**config.mk**
```make
export PLATFORM = sky130hd
export DESIGN_NAME = jk_timer_sequencer_flat
export DESIGN_NICKNAME = d
export VERILOG_FILES = /design/src/rtl/timer_seq_pkg.sv /design/src/rtl/jk_timer_sequencer_if.sv /design/src/rtl/jk_flip_flop.sv /design/src/rtl/jk_load_counter.sv /design/src/rtl/jk_timer_sequencer.sv /design/src/flat_wrapper.sv
export SDC_FILE = /design/constraint.sdc
export NUM_CORES = 1
export LEC_CHECK = 0
export CELL_PAD_IN_SITES_DETAIL_PLACEMENT = 0
export CELL_PAD_IN_SITES_GLOBAL_PLACEMENT = 1
export CORE_ASPECT_RATIO = 0.7
export CORE_UTILIZATION = 28
export CTS_BUF_LIST = sky130_fd_sc_hd__clkbuf_2 sky130_fd_sc_hd__clkbuf_4 sky130_fd_sc_hd__clkbuf_8
export DETAILED_ROUTE_END_ITERATION = 12
export PLACE_DENSITY = 0.62
export SETUP_SLACK_MARGIN = 0.5
export SYNTH_ARGS = -nofsm -noshare
export SYNTH_HDL_FRONTEND = slang
export SYNTH_HIERARCHICAL = 1
export SYNTH_SLANG_ARGS = --single-unit
```
**constraint.sdc**
```tcl
create_clock -name clk -period 4.9 [get_ports clk]
set_clock_uncertainty 0.2 [all_clocks]
set_input_delay 0.49 -clock clk [delete_from_list [all_inputs] [get_ports clk]]
set_output_delay 0.49 -clock clk [all_outputs]
set_load 0.1 [all_outputs]
```
**src/rtl/timer_seq_pkg.sv**
```systemverilog
// Shared definitions for the JK interval-timer sequencer.
package timer_seq_pkg;

  // FSM state encodings (2-bit, kept as plain constants for legacy tools)
  localparam logic [1:0] ST_IDLE = 2'd0;
  localparam logic [1:0] ST_LOAD = 2'd1;
  localparam logic [1:0] ST_RUN  = 2'd2;
  localparam logic [1:0] ST_DONE = 2'd3;

  // Per-cycle command from the FSM to the counter datapath
  typedef struct packed {
    logic load;  // parallel-load preset this edge
    logic en;    // increment this edge
  } cnt_ctl_t;

endpackage

```
**src/rtl/jk_timer_sequencer_if.sv**
```systemverilog
// Host-side control/status bundle for the timer sequencer.
interface jk_timer_sequencer_if #(parameter int WIDTH = 4);
  logic             start;
  logic             stop;
  logic             one_shot;
  logic [WIDTH-1:0] preset;
  logic [WIDTH-1:0] count;
  logic             busy;
  logic             tick;
  logic             done;

  // Host drives control, observes status
  modport master (output start, stop, one_shot, preset,
                  input  count, busy, tick, done);

  // Timer consumes control, drives status
  modport slave  (input  start, stop, one_shot, preset,
                  output count, busy, tick, done);
endinterface

```
**src/rtl/jk_flip_flop.sv**
```systemverilog
// Positive-edge JK flip-flop with synchronous active-low clear.
module jk_flip_flop (
  input  logic clk,
  input  logic clr_n_i,
  input  logic j_i,
  input  logic k_i,
  output logic q_o
);

  logic q_q;

  // Classic JK behaviour: hold / reset / set / toggle; clear dominates
  always_ff @(posedge clk) begin
    if (!clr_n_i) begin
      q_q <= 1'b0;
    end else begin
      case ({j_i, k_i})
        2'b00:   q_q <= q_q;
        2'b01:   q_q <= 1'b0;
        2'b10:   q_q <= 1'b1;
        default: q_q <= ~q_q;
      endcase
    end
  end

  assign q_o = q_q;

endmodule

```
**src/rtl/jk_load_counter.sv**
```systemverilog
// Loadable synchronous up-counter built from JK cells.
// Load forces each cell to its data bit (J=d, K=~d); counting toggles a
// cell when every lower bit is 1 (ripple-free carry on the J/K inputs).
module jk_load_counter #(
  parameter int WIDTH = 4
) (
  input  logic             clk,
  input  logic             clr_bar,
  input  logic             load,
  input  logic             en,
  input  logic [WIDTH-1:0] d,
  output logic [WIDTH-1:0] q
);

  logic [WIDTH-1:0] t;
  logic [WIDTH-1:0] j;
  logic [WIDTH-1:0] k;

  // Toggle enables: bit i flips when enabled and all lower bits are 1
  assign t[0] = en;
  for (genvar i = 1; i < WIDTH; i++) begin : g_carry
    assign t[i] = t[i-1] & q[i-1];
  end

  // J/K muxing: load wins, otherwise toggle-or-hold (J=K=t)
  for (genvar i = 0; i < WIDTH; i++) begin : g_jk
    assign j[i] = load ? d[i]  : t[i];
    assign k[i] = load ? ~d[i] : t[i];
  end

  jk_flip_flop u_ff [WIDTH-1:0] (
    .clk     (clk),
    .clr_n_i (clr_bar),
    .j_i     (j),
    .k_i     (k),
    .q_o     (q)
  );

endmodule

```
**src/rtl/jk_timer_sequencer.sv**
```systemverilog
// Programmable interval timer: loads a preset, counts to all-ones, then
// stops (one-shot) or reloads (periodic). FSM + status decode around a
// JK-based load counter.
module jk_timer_sequencer
  import timer_seq_pkg::*;
#(
  parameter int WIDTH = 4
) (
  input  logic                 clk,
  input  logic                 clr,
  jk_timer_sequencer_if.slave  bus
);

  logic [1:0]       state_q, state_d;
  logic             latch_q, latch_d;   // one_shot captured at start
  cnt_ctl_t         ctl;
  logic [WIDTH-1:0] count;
  logic             term;

  assign term = &count;

  // Next-state and counter command; stop in RUN beats terminal count
  always_comb begin
    state_d = state_q;
    latch_d = latch_q;
    ctl     = '0;
    case (state_q)
      ST_IDLE: begin
        if (bus.start) begin
          state_d = ST_LOAD;
          latch_d = bus.one_shot;
        end
      end
      ST_LOAD: begin
        ctl.load = 1'b1;
        state_d  = ST_RUN;
      end
      ST_RUN: begin
        if (bus.stop) begin
          state_d = ST_IDLE;
        end else if (term) begin
          if (latch_q) state_d  = ST_DONE;
          else         ctl.load = 1'b1;
        end else begin
          ctl.en = 1'b1;
        end
      end
      ST_DONE: state_d = ST_IDLE;
      default: state_d = ST_IDLE;
    endcase
  end

  // State and one-shot latch registers with synchronous clear
  always_ff @(posedge clk) begin
    if (clr) begin
      state_q <= ST_IDLE;
      latch_q <= 1'b0;
    end else begin
      state_q <= state_d;
      latch_q <= latch_d;
    end
  end

  jk_load_counter #(.WIDTH(WIDTH)) u_cnt (
    .clk     (clk),
    .clr_bar (~clr),
    .load    (ctl.load),
    .en      (ctl.en),
    .d       (bus.preset),
    .q       (count)
  );

  // Status decode purely from registered state/count
  assign bus.count = count;
  assign bus.busy  = (state_q == ST_LOAD) || (state_q == ST_RUN);
  assign bus.tick  = (state_q == ST_RUN) && term;
  assign bus.done  = (state_q == ST_DONE);

endmodule

```
**src/flat_wrapper.sv**
```systemverilog
// flat-port wrapper written by rule: the top's interface ports become plain ports
module jk_timer_sequencer_flat import timer_seq_pkg::*;
#(
  parameter int WIDTH = 4
)
  (clk, clr, bus_start, bus_stop, bus_one_shot, bus_preset, bus_count, bus_busy, bus_tick, bus_done);
  jk_timer_sequencer_if #(.WIDTH(WIDTH)) bus_i ();
  input  logic clk;
  input  logic clr;
  input wire logic [$bits(bus_i.start)-1:0] bus_start;
  input wire logic [$bits(bus_i.stop)-1:0] bus_stop;
  input wire logic [$bits(bus_i.one_shot)-1:0] bus_one_shot;
  input wire logic [$bits(bus_i.preset)-1:0] bus_preset;
  output wire logic [$bits(bus_i.count)-1:0] bus_count;
  output wire logic [$bits(bus_i.busy)-1:0] bus_busy;
  output wire logic [$bits(bus_i.tick)-1:0] bus_tick;
  output wire logic [$bits(bus_i.done)-1:0] bus_done;
  assign bus_i.start = bus_start;
  assign bus_i.stop = bus_stop;
  assign bus_i.one_shot = bus_one_shot;
  assign bus_i.preset = bus_preset;
  assign bus_count = bus_i.count;
  assign bus_busy = bus_i.busy;
  assign bus_tick = bus_i.tick;
  assign bus_done = bus_i.done;
  jk_timer_sequencer #(.WIDTH(WIDTH)) u_core (.clk(clk), .clr(clr), .bus(bus_i));
endmodule
```
==> impl_metrics.env, run 1 <==
export IMPL_status="complete, no violations"
export IMPL_drt_vias_per_instance=4.31
export IMPL_cpMaxStageDelayCell="clkdlybuf4s50_1"
export IMPL_p_leak_uw=0.000406
export IMPL_synthCells=87
export IMPL_slew_limit_headroom_pct=35.4
export IMPL_period_needed_ns=2.92
export IMPL_drtIter0Drc=18
export IMPL_grt_start_max_net_pins=10
export IMPL_finalHoldViolations=0
export IMPL_initial_core_util_pct=31.3
export IMPL_die_h_um=44.2
export IMPL_design_core_area_mm2=0.00228
export IMPL_syn_area_per_cell_um2=8.18
export IMPL_worst_pin_slew_ns=0.965
export IMPL_fin_nets=128
export IMPL_hp_class="flop to flop"
export IMPL_finalPower_uw=375
export IMPL_hpwl_um=1170
export IMPL_num_vias=590
export IMPL_rsz0062_at_grt="false"
export IMPL_diodes=0
export IMPL_clk_path_buf_depth=2
export IMPL_power_frac_comb_pct=59.8
export IMPL_clockRootBuffer="clkbuf_4"
export IMPL_crit_path_max_fanout=9
export IMPL_slew_violations=0
export IMPL_clkPwrFrac_pct=16.2
export IMPL_end_kind="flop"
export IMPL_setup_violations=0
export IMPL_timing_fmax_mhz=342
export IMPL_power_internal_uw=180
export IMPL_ys_warnings_count=6
export IMPL_ctsHtreeMaxLevel=1
export IMPL_layout_common_cells="inv_1 (19), clkdlybuf4s50_1 (15), ha_1 (13)"
export IMPL_ant_nets=0
export IMPL_grt_ovfl_total=0
export IMPL_grt_pass1_vias=507
export IMPL_seq_area_frac_synth_pct=19.7
export IMPL_cp_arrival_ns=2.91
export IMPL_antenna_found_initial=0
export IMPL_cts_resized=0
export IMPL_drv_cap=0
export IMPL_syn2layout_area_growth_pct=29.3
export IMPL_required_ns=4.89
export IMPL_power_net_switching_uw=195
export IMPL_final_common_cell="inv_1"
export IMPL_swShare_pct=52.0
export IMPL_wl_per_cell_um=10.3
export IMPL_p_seq_share_pct=24.0
export IMPL_hold_slack_ns=0.272
export IMPL_die_width_um=62.3
export IMPL_port_buffers=15
export IMPL_totalWireLength_um=1410
export IMPL_drtPass1Iterations=4
export IMPL_drc=0
export IMPL_final_layout_size_suffix_gt1_share_pct=14.3
export IMPL_cts_sinks=7
export IMPL_syn_area_um2=712
export IMPL_dp_cells=133
export IMPL_crit_type="input pin to flop"
export IMPL_place_gp_congestion=0.731
export IMPL_critPathLaunchType="input pin"
export IMPL_max_stage_delay_ns=0.46
export IMPL_clk_transition_reported_paths_ns=0.06
export IMPL_stdcell_count=137
export IMPL_p_per_area_mw_per_mm2=408
export IMPL_cts_tree="done"
export IMPL_postCtsSetupRepairBufs=0
export IMPL_cts_made_buffers=3
export IMPL_grt_pass1_wl_um=2370
export IMPL_dieArea_mm2=0.00275
export IMPL_crit_chain="clkdlybuf4s50_1, nor3b_1, and2b_2, o21a_1, mux2_2, inv_1, ha_1, or3_1, a31oi_1"
export IMPL_n_fill_cell=245
export IMPL_tns_ns=0
export IMPL_boundaryPins=16
export IMPL_vdd_drop_max_uv=159
export IMPL_ys_types=26
export IMPL_synth_nets=109
export IMPL_cp_num_buf_inv=2
export IMPL_synth_seq_cells=7
export IMPL_clock_latency_ns=0.26
export IMPL_rows=14
export IMPL_post_route_period_util_pct=59.7
export IMPL_crit_family="simple AND/OR/NAND/NOR gates"
export IMPL_hold_buffers=0
export IMPL_grt_use_total_pct=11.6
## sequential cells by signal, summed over array words and instances, names as in the netlist
name,cells
u_core/latch_q,1
u_core/state_q,2
u_core/u_cnt/u_ff/q_o,4
## logic make-up after synthesis
logic type | count (synthesis) | share of synthesized area, %
fa+ha+maj | 13 | 22.8
simple gates | 31 | 27.9
compound gates | 15 | 16.3
mux | 1 | 1.58
buf+inv | 20 | 11.6
flops | 7 | 19.7
## routing by layer
metal | wire (um) | track usage (%) | up-vias
met1 | 814 | 16.3 | 250
li1 | - | - | 328
met3 | 49 | 4.90 | 2
met4 | 11 | 4.19 | 0
met2 | 536 | 15.6 | 10
met5 | 0 | 0 | -
## cell type report
| class | instances | area (um^2) | share of cell area, % |
|---|---|---|---|
| Tap cell | 32 | 40.0 | 4.35 |
| Inverter | 19 | 71.3 | 7.74 |
| Sequential cell | 7 | 140 | 15.2 |
| Timing Repair Buffer | 15 | 150 | 16.3 |
| Clock buffer | 4 | 30.0 | 3.26 |
| Multi-Input combinational cell | 60 | 489 | 53.1 |
## worst reg2reg max path, cell delays in order (launching register included)
cell,delay [ns]
dfxtp_1,0.34
inv_1,0.11
ha_1,0.21
nor3b_1,0.32
and2b_2,0.20
o21a_1,0.28
mux2_2,0.39
inv_1,0.06
ha_1,0.23
or3_1,0.30
a31oi_1,0.16
## Yosys cell counts
library cell | count | area, um^2
a21o_1 | 1 | 7.51
o22ai_2 | 1 | 12.5
nand2_1 | 12 | 45.0
ha_1 | 13 | 163
mux2_2 | 1 | 11.3
o21a_1 | 1 | 7.51
a31oi_1 | 4 | 25.0
and2_2 | 1 | 7.51
o21ai_2 | 1 | 8.76
a221oi_2 | 1 | 15.0
nand4b_4 | 1 | 23.8
nor2b_4 | 1 | 13.8
inv_1 | 19 | 71.3
a21oi_1 | 2 | 10.0
a21oi_2 | 1 | 8.76
o221a_2 | 1 | 11.3
nor3b_1 | 1 | 7.51
and2b_2 | 1 | 8.76
nand3_1 | 2 | 10.0
or3_1 | 4 | 25.0
nor2_1 | 2 | 7.51
buf_6 | 1 | 11.3
o21ai_0 | 2 | 10.0
nand3b_1 | 5 | 37.5
dfxtp_1 | 7 | 140
nand4_2 | 1 | 12.5
## power groups by stage
stage	Sequential, uW	Combinational [uW]	Clock [uW]
6_report	90.1	225	60.7
5_1_grt	93.6	242	68.3
4_1_cts	90.5	225	63.8
3_5_place_dp	91.9	224	0
3_3_place_gp	91.8	225	0
2_1_floorplan	147	124	0
## per-stage QoR
| stage | utilization (%) | setup WS (ns) | cell area (um^2) |
|---|---|---|---|
| floorplan | - | 1.58 | 712 |
| global placement | 39.1 | 1.81 | 891 |
| detailed placement | 39.1 | 1.74 | 891 |
| CTS | 40.4 | 1.99 | 921 |
| global route | 40.4 | 1.80 | 921 |
| finish | 40.4 | 1.98 | 921 |
## worst paths after layout
check | from | to | slack [ns] | depth (start not counted)
max reg2reg | u_core/state_q[0]$_SDFFE_PP0P_ | u_core/u_cnt/u_ff[0]/q_o$_SDFFE_PN0P_ | 2.02 | 10
max | bus_stop | u_core/u_cnt/u_ff[0]/q_o$_SDFFE_PN0P_ | 1.98 | 9
min | u_core/latch_q$_SDFFE_PP0P_ | u_core/latch_q$_SDFFE_PP0P_ | 0.27 | 2
min reg2reg | u_core/latch_q$_SDFFE_PP0P_ | u_core/latch_q$_SDFFE_PP0P_ | 0.27 | 2
Power figures use the tool's default switching activity.
==> run 2, diff against run 1 <==
Clock period 4.9 ns to 2.7 ns, I/O delays scaled along.
==> run 2 against run 1 <==
  * Non-clock buffer count rose by 20
  * Combinational power is 140% higher
  * Worst hold slack gained 0.034 ns
  * Clock power increased by 76%
  * Core utilization up 12 points
  * Largest power group unchanged
==> impl_metrics.env, run 2 (synthesized netlist as in run 1, its figures left out) <==
export IMPL_status="complete, no violations"
export IMPL_worst_r2r_endpoint="u_core/u_cnt/u_ff[2]/q_o$_SDFFE_PN0P_"
export IMPL_grt_start_max_net_pins=7
export IMPL_ff2ff_path_depth=13
export IMPL_drtIter0Drc=16
export IMPL_hpwl_um=1210
export IMPL_slew_limit_headroom_pct=81.5
export IMPL_layout_common_cells="buf_4 (26), inv_1 (13), nand2_1 (11)"
export IMPL_drv_cap=0
export IMPL_place_gp_congestion=0.719
export IMPL_clk_path_buf_depth=2
export IMPL_port_buffers=15
export IMPL_totalWireLength_um=1640
export IMPL_cts_sinks=7
export IMPL_r2r_slack_ns=0.18
export IMPL_multi_input_area_um2=596
export IMPL_antenna_found_initial=0
export IMPL_grt_use_total_pct=13.3
export IMPL_final_common_cell="buf_4"
export IMPL_finalPower_uw=812
export IMPL_die_width_um=62.3
export IMPL_diodes=0
export IMPL_worst_pin_slew_ns=0.280
export IMPL_syn2layout_area_growth_pct=66.6
export IMPL_drc=0
export IMPL_setup_violations=0
export IMPL_vdd_drop_max_uv=481
export IMPL_clk_transition_reported_paths_ns=0.05
export IMPL_num_vias=704
export IMPL_power_net_switching_uw=391
export IMPL_ctsHtreeMaxLevel=1
export IMPL_drt_vias_per_instance=4.48
export IMPL_p_per_area_mw_per_mm2=685
export IMPL_rsz0062_at_grt="true"
export IMPL_cp_arrival_ns=2.49
export IMPL_swShare_pct=48.1
export IMPL_rows=14
export IMPL_post_route_period_util_pct=93.3
export IMPL_hold_buffers=0
export IMPL_p_leak_uw=0.000534
export IMPL_end_kind="flop"
export IMPL_wl_per_cell_um=10.5
export IMPL_n_fill_cell=225
export IMPL_hp_class="flop to flop"
export IMPL_grt_ovfl_total=0
export IMPL_initial_core_util_pct=31.3
export IMPL_slew_violations=0
export IMPL_ff_latch_area_um2=160
export IMPL_finalHoldViolations=0
export IMPL_power_frac_comb_pct=65.3
export IMPL_boundaryPins=16
export IMPL_ant_nets=0
export IMPL_die_h_um=44.2
export IMPL_cts_tree="done"
export IMPL_critPathLaunchType="flop"
export IMPL_cts_made_buffers=3
export IMPL_power_internal_uw=421
export IMPL_fin_nets=148
export IMPL_endpoint="u_core/u_cnt/u_ff[2]/q_o$_SDFFE_PN0P_"
export IMPL_grt_pass1_wl_um=2800
export IMPL_period_needed_ns=2.52
export IMPL_regToRegStartpoint="u_core/state_q[0]$_SDFFE_PP0P_"
export IMPL_crit_type="flop to flop"
export IMPL_crit_path_max_fanout=4
export IMPL_startpoint="u_core/state_q[0]$_SDFFE_PP0P_"
export IMPL_design_core_area_mm2=0.00228
export IMPL_final_layout_size_suffix_gt1_share_pct=52.0
export IMPL_required_ns=2.67
export IMPL_clock_latency_ns=0.25
export IMPL_dieArea_mm2=0.00275
export IMPL_largest_reg_flops=4
export IMPL_p_seq_share_pct=21.6
export IMPL_drtPass1Iterations=4
export IMPL_finalCoreUtilization_pct=52.1
export IMPL_clockRootBuffer="clkbuf_4"
export IMPL_timing_fmax_mhz=397
export IMPL_grt_pass1_vias=650
export IMPL_clkPwrFrac_pct=13.1
run 2: changes by cell type in the layout (fill, tap and decap cells not counted), sizes merged:
cell / previous run / this run
buf: 0 / 27
clkdlybuf4s50: 15 / 8
run 2: layout make-up:
type | count | area share, %
sequential | 7 | 13.5
multi-input combinational | 60 | 50.2
clock buffer | 4 | 2.53
tap | 32 | 3.38
inverter | 19 | 6.22
timing repair buffer | 35 | 24.2
run 2: repair_timing:
action	4_1_cts	5_1_grt
buffers inserted	10	3
gates resized for setup	6	9
pin swaps	11	10
setup endpoints to repair	4	4
run 2: worst min-delay path by stage:
stage / start / end / slack [ns] / cells past startpoint
finish: u_core/latch_q$_SDFFE_PP0P_ / u_core/latch_q$_SDFFE_PP0P_ / 0.31 / 2
global route: u_core/u_cnt/u_ff[3]/q_o$_SDFFE_PN0P_ / u_core/u_cnt/u_ff[3]/q_o$_SDFFE_PN0P_ / 0.33 / 2
CTS: u_core/u_cnt/u_ff[3]/q_o$_SDFFE_PN0P_ / u_core/u_cnt/u_ff[3]/q_o$_SDFFE_PN0P_ / 0.31 / 2
detailed placement: u_core/latch_q$_SDFFE_PP0P_ / u_core/latch_q$_SDFFE_PP0P_ / 0.29 / 2
global placement: u_core/u_cnt/u_ff[3]/q_o$_SDFFE_PN0P_ / u_core/u_cnt/u_ff[3]/q_o$_SDFFE_PN0P_ / 0.29 / 2
floorplan: clr / u_core/state_q[1]$_SDFFE_PP0P_ / 0.13 / 1
run 2: metrics by stage:
| step | worst slack (ns) | instance area (um^2) | hold WS, ns | cells | setup TNS (ns) |
|---|---|---|---|---|---|
| final | 0.181 | 1190 | 0.306 | 157 | 0 |
| after global routing | 0.0656 | 1190 | 0.333 | 157 | 0 |
| after CTS | 0.147 | 1120 | 0.305 | 154 | 0 |
| after detailed placement | -0.0725 | 985 | 0.289 | 140 | -0.183 |
| after global placement | -0.0523 | 985 | 0.291 | 140 | -0.0733 |
| after floorplan | 0.174 | 771 | 0.125 | 87 | 0 |
run 2: power by group through the flow:
stage               registers (uW)  clock network, uW  logic (uW)
finish                         175                107         530
global route                   181                120         573
CTS                            176                113         504
detailed placement             182                  0         440
global placement               182                  0         441
floorplan                      283                  0         251
run 2: worst max-delay path, stage by stage (launching register included):
cell and delay (ns):
dfxtp_4 0.35, inv_4 0.04, ha_4 0.15, nor3b_4 0.14
and2b_2 0.20, o21a_4 0.23, buf_4 0.13, buf_4 0.12
nand2_1 0.07, nand2_2 0.06, inv_2 0.06, ha_4 0.19
or3_1 0.36, a31oi_1 0.14
run 2: layer usage:
| layer | global-route usage (%) | routed length, um | vias to the layer above | part of all wire (%) |
|---|---|---|---|---|
| met5 | 0 | 0 | - | 0 |
| met4 | 2.79 | 7 | 0 | 0.43 |
| li1 | - | - | 370 | - |
| met2 | 21.5 | 715 | 9 | 44 |
| met1 | 17.3 | 860 | 323 | 52 |
| met3 | 4.90 | 59 | 2 | 3.6 |
==> run 3, diff against run 2 <==
Settings changed: CAP_MARGIN from default to 10.
==> results of run 3 <==
The final DEF is identical to that of run 2; final timing and power are the same.
==> edit 1 (flow settings as in run 2) <==
`WIDTH` is set to 4 in 4 places; all go to 5.
--- a/src/rtl/jk_timer_sequencer_if.sv
+++ b/src/rtl/jk_timer_sequencer_if.sv
@@ -1,5 +1,5 @@
 // Host-side control/status bundle for the timer sequencer.
-interface jk_timer_sequencer_if #(parameter int WIDTH = 4);
+interface jk_timer_sequencer_if #(parameter int WIDTH = 5);
   logic             start;
   logic             stop;
   logic             one_shot;
--- a/src/rtl/jk_load_counter.sv
+++ b/src/rtl/jk_load_counter.sv
@@ -2,7 +2,7 @@
 // Load forces each cell to its data bit (J=d, K=~d); counting toggles a
 // cell when every lower bit is 1 (ripple-free carry on the J/K inputs).
 module jk_load_counter #(
-  parameter int WIDTH = 4
+  parameter int WIDTH = 5
 ) (
   input  logic             clk,
   input  logic             clr_bar,
--- a/src/rtl/jk_timer_sequencer.sv
+++ b/src/rtl/jk_timer_sequencer.sv
@@ -4,7 +4,7 @@
 module jk_timer_sequencer
   import timer_seq_pkg::*;
 #(
-  parameter int WIDTH = 4
+  parameter int WIDTH = 5
 ) (
   input  logic                 clk,
   input  logic                 clr,
--- a/src/flat_wrapper.sv
+++ b/src/flat_wrapper.sv
@@ -1,7 +1,7 @@
 // flat-port wrapper written by rule: the top's interface ports become plain ports
 module jk_timer_sequencer_flat import timer_seq_pkg::*;
 #(
-  parameter int WIDTH = 4
+  parameter int WIDTH = 5
 )
   (clk, clr, bus_start, bus_stop, bus_one_shot, bus_preset, bus_count, bus_busy, bus_tick, bus_done);
   jk_timer_sequencer_if #(.WIDTH(WIDTH)) bus_i ();
Ports: changed (resized bus_count and bus_preset); port bits go from 16 to 18. No check against the original RTL was run, so the function may have changed too.
==> edit 1 against run 2 <==
- routed wire length up 22%
- power up 31%
- fmax up 3.5%
- count of clock-buffer cells in the layout unchanged
- setup slack better by 86 ps
- critical path depth down 3
- area after synthesis up 13%
- global-route usage about the same
- sequential cell count up 1
- final area up 8.8%
- largest cell class unchanged
- highest routed layer unchanged
==> edit 1: results (changes against run 2) <==
status:
  outcome: "completed"
placement:
  hpwl_mm: 1.44  # +19%
  gp_congestion: 0.782  # +8.7%
  placed_cells: 157  # +12%
setup_path:
  endpoint: "u_core/u_cnt/u_ff[0]/q_o$_SDFFE_PN0P_"
  crit_slowest_cell: "dfxtp_4"
  reg2reg_slack_ps: 270  # +90 ps
pwr:
  power_frac_clock_pct: 15.5  # +2.4 points
  pwr-share-seq_pct: 20.9  # -0.7 points
  swShare_pct: 49.6  # +1.4 points
  ir_drop_mv: 0.498  # +3.6%
  internal_power_w: 0.000536  # +27%
sta:
  fin_crit_sh_pct: 90.1  # -3.2 points
final_layout:
  seq_area_sq_um: 186  # +16%
  n_fill_cell: 254  # +13%
logic_synthesis:
  syn_area_per_cell_sq_um: 7.69  # -6.1%
global_routing:
  use_met3_pct: 3.64  # -1.3 points
  grt_usage_pct: 13.3  # about the same
  grt_pass1_wl_mm: 2.99  # +6.6%
  grt_util_met2_pct: 19.8  # -1.7 points
routing:
  wl_met2_um: 877  # +23%
  vias_per_cell: 4.64  # +3.5%
  wl_met3_um: 83  # +41%
  drt-initial-drc-count: 15  # -1
clock_tree:
  clk_latency_ps: 230  # -20 ps
  cts-root-buf: "clkbuf_8"
edit 1: changes by cell type after synthesis, sizes merged, moves of 2 or more:
cell	run 2	this run
nand2	12	15
inv	19	21
a31oi	4	6
ha	13	15
nor2	2	4
nand2b	0	2
edit 1: cell families after synthesis:
family / count (synthesis) / synth area share, %
flip-flops: 8 / 19.8
AND/OR/NAND/NOR: 38 / 28.2
multiplexers: 1 / 1.40
buffers and inverters: 23 / 11.6
AO/OA/AOI/OAI: 20 / 15.7
adder cells (fa/ha/maj): 15 / 23.3
edit 1: critical path: cells and delay by family, from the launching register on:
kind	cells	cell delay, ps
AOI/OAI and AO/OA	2	320
adders and majority gates	2	460
buffers and inverters	4	390
DFF	1	370
muxes	1	310
and+or+nand+nor	1	310
edit 1: worst min-delay path by stage:
stage	slack, ps	cells past startpoint	start	end
3_5_place_dp	270	2	u_core/latch_q$_SDFFE_PP0P_	u_core/latch_q$_SDFFE_PP0P_
5_1_grt	320	2	u_core/u_cnt/u_ff[4]/q_o$_SDFFE_PN0P_	u_core/u_cnt/u_ff[4]/q_o$_SDFFE_PN0P_
3_3_place_gp	270	2	u_core/latch_q$_SDFFE_PP0P_	u_core/latch_q$_SDFFE_PP0P_
4_1_cts	290	2	u_core/latch_q$_SDFFE_PP0P_	u_core/latch_q$_SDFFE_PP0P_
2_1_floorplan	130	1	clr	u_core/state_q[1]$_SDFFE_PP0P_
6_report	300	2	u_core/u_cnt/u_ff[4]/q_o$_SDFFE_PN0P_	u_core/u_cnt/u_ff[4]/q_o$_SDFFE_PN0P_
edit 1: cell type report:
cell class	instances	area share [%]
Sequential cell	8	14.5
Multi-Input combinational cell	74	52.6
Clock buffer	4	3.78
Timing Repair Buffer	28	19.1
Tap cell	34	3.30
Inverter	22	6.79
==> edit 2 (settings of run 2) <==
Without the edit above. Add an input register stage for `clr`, without a reset; this delays it by one clock. The other inputs are not delayed to match.
--- a/src/rtl/jk_timer_sequencer.sv
+++ b/src/rtl/jk_timer_sequencer.sv
@@ -10,6 +10,12 @@
   input  logic                 clr,
   jk_timer_sequencer_if.slave  bus
 );
+
+  logic clr_q;
+
+  always_ff @(posedge clk) begin
+    clr_q <= clr;
+  end
 
   logic [1:0]       state_q, state_d;
   logic             latch_q, latch_d;   // one_shot captured at start
@@ -52,7 +58,7 @@
 
   // State and one-shot latch registers with synchronous clear
   always_ff @(posedge clk) begin
-    if (clr) begin
+    if (clr_q) begin
       state_q <= ST_IDLE;
       latch_q <= 1'b0;
     end else begin
@@ -63,7 +69,7 @@
 
   jk_load_counter #(.WIDTH(WIDTH)) u_cnt (
     .clk     (clk),
-    .clr_bar (~clr),
+    .clr_bar (~clr_q),
     .load    (ctl.load),
     .en      (ctl.en),
     .d       (bus.preset),
Function: changed (a bounded check fails within 4 cycles, from zero or initial values).
==> edit 2 against run 2 <==
- die area grew 2.7%
- core utilization shrank 4.9 points
- cell count shrank 1.9%
- final area shrank 1.5%
- power grew 5.6%
- routed wire length shrank 2.3%
- combinational power shrank 4.9%
- area after synthesis grew 2.8%
- setup slack gained 19 ps
- non-clock buffer count shrank 6
- sequential cell count grew 1
- largest power group unchanged
- highest routed layer unchanged
==> edit 2: results (changes against run 2) <==
global_routing:
  grt.met1_usage_pct: 16.2  # -1.1 points
  antenna_found_initial: 0  # unchanged
  use_met3_pct: 4.80  # -0.099 points
  grt_pass1_vias: 590  # -9.2%
  grt_util_met2_pct: 18.3  # -3.3 points
  grt_pass1_wl_mm: 2.57  # -8.1%
  grt_max_degree: 7  # unchanged
  grt_usage_pct: 12.3  # -1.1 points
pwr:
  ir_drop_mv: 0.405  # -16%
  p_leak_nw: 0.523  # -2.1%
  internal_power_w: 0.000464  # +10%
clock_tree:
  numClockSinks: 8  # +1
  cts-root-buf: "clkbuf_8"
  cts.path.max_buffers: 2  # unchanged
  clk_latency_ps: 230  # -20 ps
  numCtsBuffers: 3  # unchanged
  htreeDepth: 1  # unchanged
  clkTransAtPathRegs_ps: 40
logic_synthesis:
  synth_top_cell_area_share_pct: 22.2  # -0.62 points
  async_reset_ff_share_pct: 0  # unchanged
  ys_warn_count: 6  # unchanged
  synth_nets: 110  # +0.92%
  synth_common_cells: "inv_1 (19), ha_1 (13), nand2_1 (12)"
  synth_area_leaders: "ha_1 (22%), dfxtp_1 (22%), inv_1 (9.7%)"
  ys.flop_type: "dfxtp_1"
  ys_types: 26  # unchanged
  yosysSeqAreaShare_pct: 21.9  # +2.2 points
final_layout:
  n_fill_cell: 256  # +14%
  nets: 143  # -3.4%
  diodes: 0  # unchanged
  drive_above_1_share_pct: 50.0  # -2.0 points
  largest_reg_flops: 4  # unchanged
routing:
  wirelength_mm: 1.60  # -2.3%
  dr.pass1.iters: 4  # unchanged
  drt-initial-drc-count: 22  # +6
  vias_per_cell: 4.23  # -5.6%
worst_hold_path:
  whs_path_depth: 1  # -1
  holdCritPathClass: "flop to flop"
setup_path:
  worst_r2r_path_depth: 11  # -2
  startpoint_type: "flop"
  r2r-end: "u_core/u_cnt/u_ff[0]/q_o$_SDFFE_PN0P_"
  crit_type: "flop to flop"
  path_max_fanout: 6  # +2
  crit_arrival_ps: 2450  # -40 ps
  reg2reg_slack_ps: 200  # +20 ps
  cp-startpoint: "u_core/state_q[0]$_SDFFE_PP0P_"
sta:
  setup_violations: 0  # unchanged
  max-slew-margin-rel_pct: 81.6  # +0.18 points
placement:
  port_buffers: 15  # unchanged
  postPlaceCellArea_sq_um: 1010  # +2.3%
  hpwl_mm: 1.21  # -0.18%
  gp_congestion: 0.657  # -8.7%
status:
  outcome: "completed"
## edit 2: critical path: stages (launching register included)
cell and delay [ps]:
dfxtp_4 350, inv_4 40, ha_4 150, nor3b_4 140, and2b_2 200, o21a_4 210, buf_4 140, mux2_4 300
inv_2 50, ha_1 220, or3_1 300, a31oi_1 120
## edit 2: cell type report
type	count	share of cell area, %
clock buffers	4	4.18
well taps	34	3.64
multi-input cells	60	50.1
flip-flops and latches	8	15.4
inverters	19	6.32
repair buffers	29	20.3
## edit 2: stage by stage
step	worst slack, ps	utilization [%]	instances	setup TNS, ps
3_3_place_gp	-17.1	40.7	143	-32.0
6_report	200	47.2	154	0
4_1_cts	168	44.6	152	0
2_1_floorplan	174	-	88	0
5_1_grt	103	47.2	154	0
3_5_place_dp	-61.2	40.7	143	-139
## edit 2: worst min path at each step
stage	from	end	slack, ps
floorplan	clr	u_core/clr_q$_DFF_P_	100
global placement	u_core/clr_q$_DFF_P_	u_core/state_q[1]$_SDFFE_PP0P_	270
detailed placement	u_core/clr_q$_DFF_P_	u_core/state_q[1]$_SDFFE_PP0P_	280
CTS	u_core/clr_q$_DFF_P_	u_core/state_q[1]$_SDFFE_PP0P_	270
global route	u_core/clr_q$_DFF_P_	u_core/state_q[1]$_SDFFE_PP0P_	270
finish	u_core/clr_q$_DFF_P_	u_core/state_q[1]$_SDFFE_PP0P_	250
## edit 2: kinds of logic after synthesis
logic type | count (synthesis) | share of synthesized area (%)
simple gates | 31 | 27.2
flops | 8 | 21.9
buf+inv | 20 | 11.3
compound gates | 15 | 15.9
fa+ha+maj | 13 | 22.2
mux | 1 | 1.54
## edit 2: metal layers
| metal | routed length, um | part of all wire [%] | vias up |
|---|---|---|---|
| met3 | 67 | 4.2 | 2 |
| met5 | 0 | 0 | - |
| met2 | 706 | 44 | 8 |
| li1 | - | - | 354 |
| met1 | 823 | 51 | 288 |
| met4 | 6 | 0.37 | 0 |
## edit 2: what timing repair did
action / 4_1_cts / 5_1_grt
hold buffers: 0 / 0
setup endpoints to repair: 4 / 4
gates cloned: 0 / 0
resized for setup: 4 / 11
setup buffers: 5 / 2
pin swaps: 5 / 3
## edit 2: power groups by stage
stage | registers, W | logic (W) | clock network, W
6_report | 0.000193 | 0.000504 | 0.000161
2_1_floorplan | 0.000299 | 0.000251 | 0
5_1_grt | 0.000198 | 0.000545 | 0.000175
3_3_place_gp | 0.000199 | 0.000437 | 0
4_1_cts | 0.000194 | 0.000478 | 0.000168
3_5_place_dp | 0.000199 | 0.000439 | 0
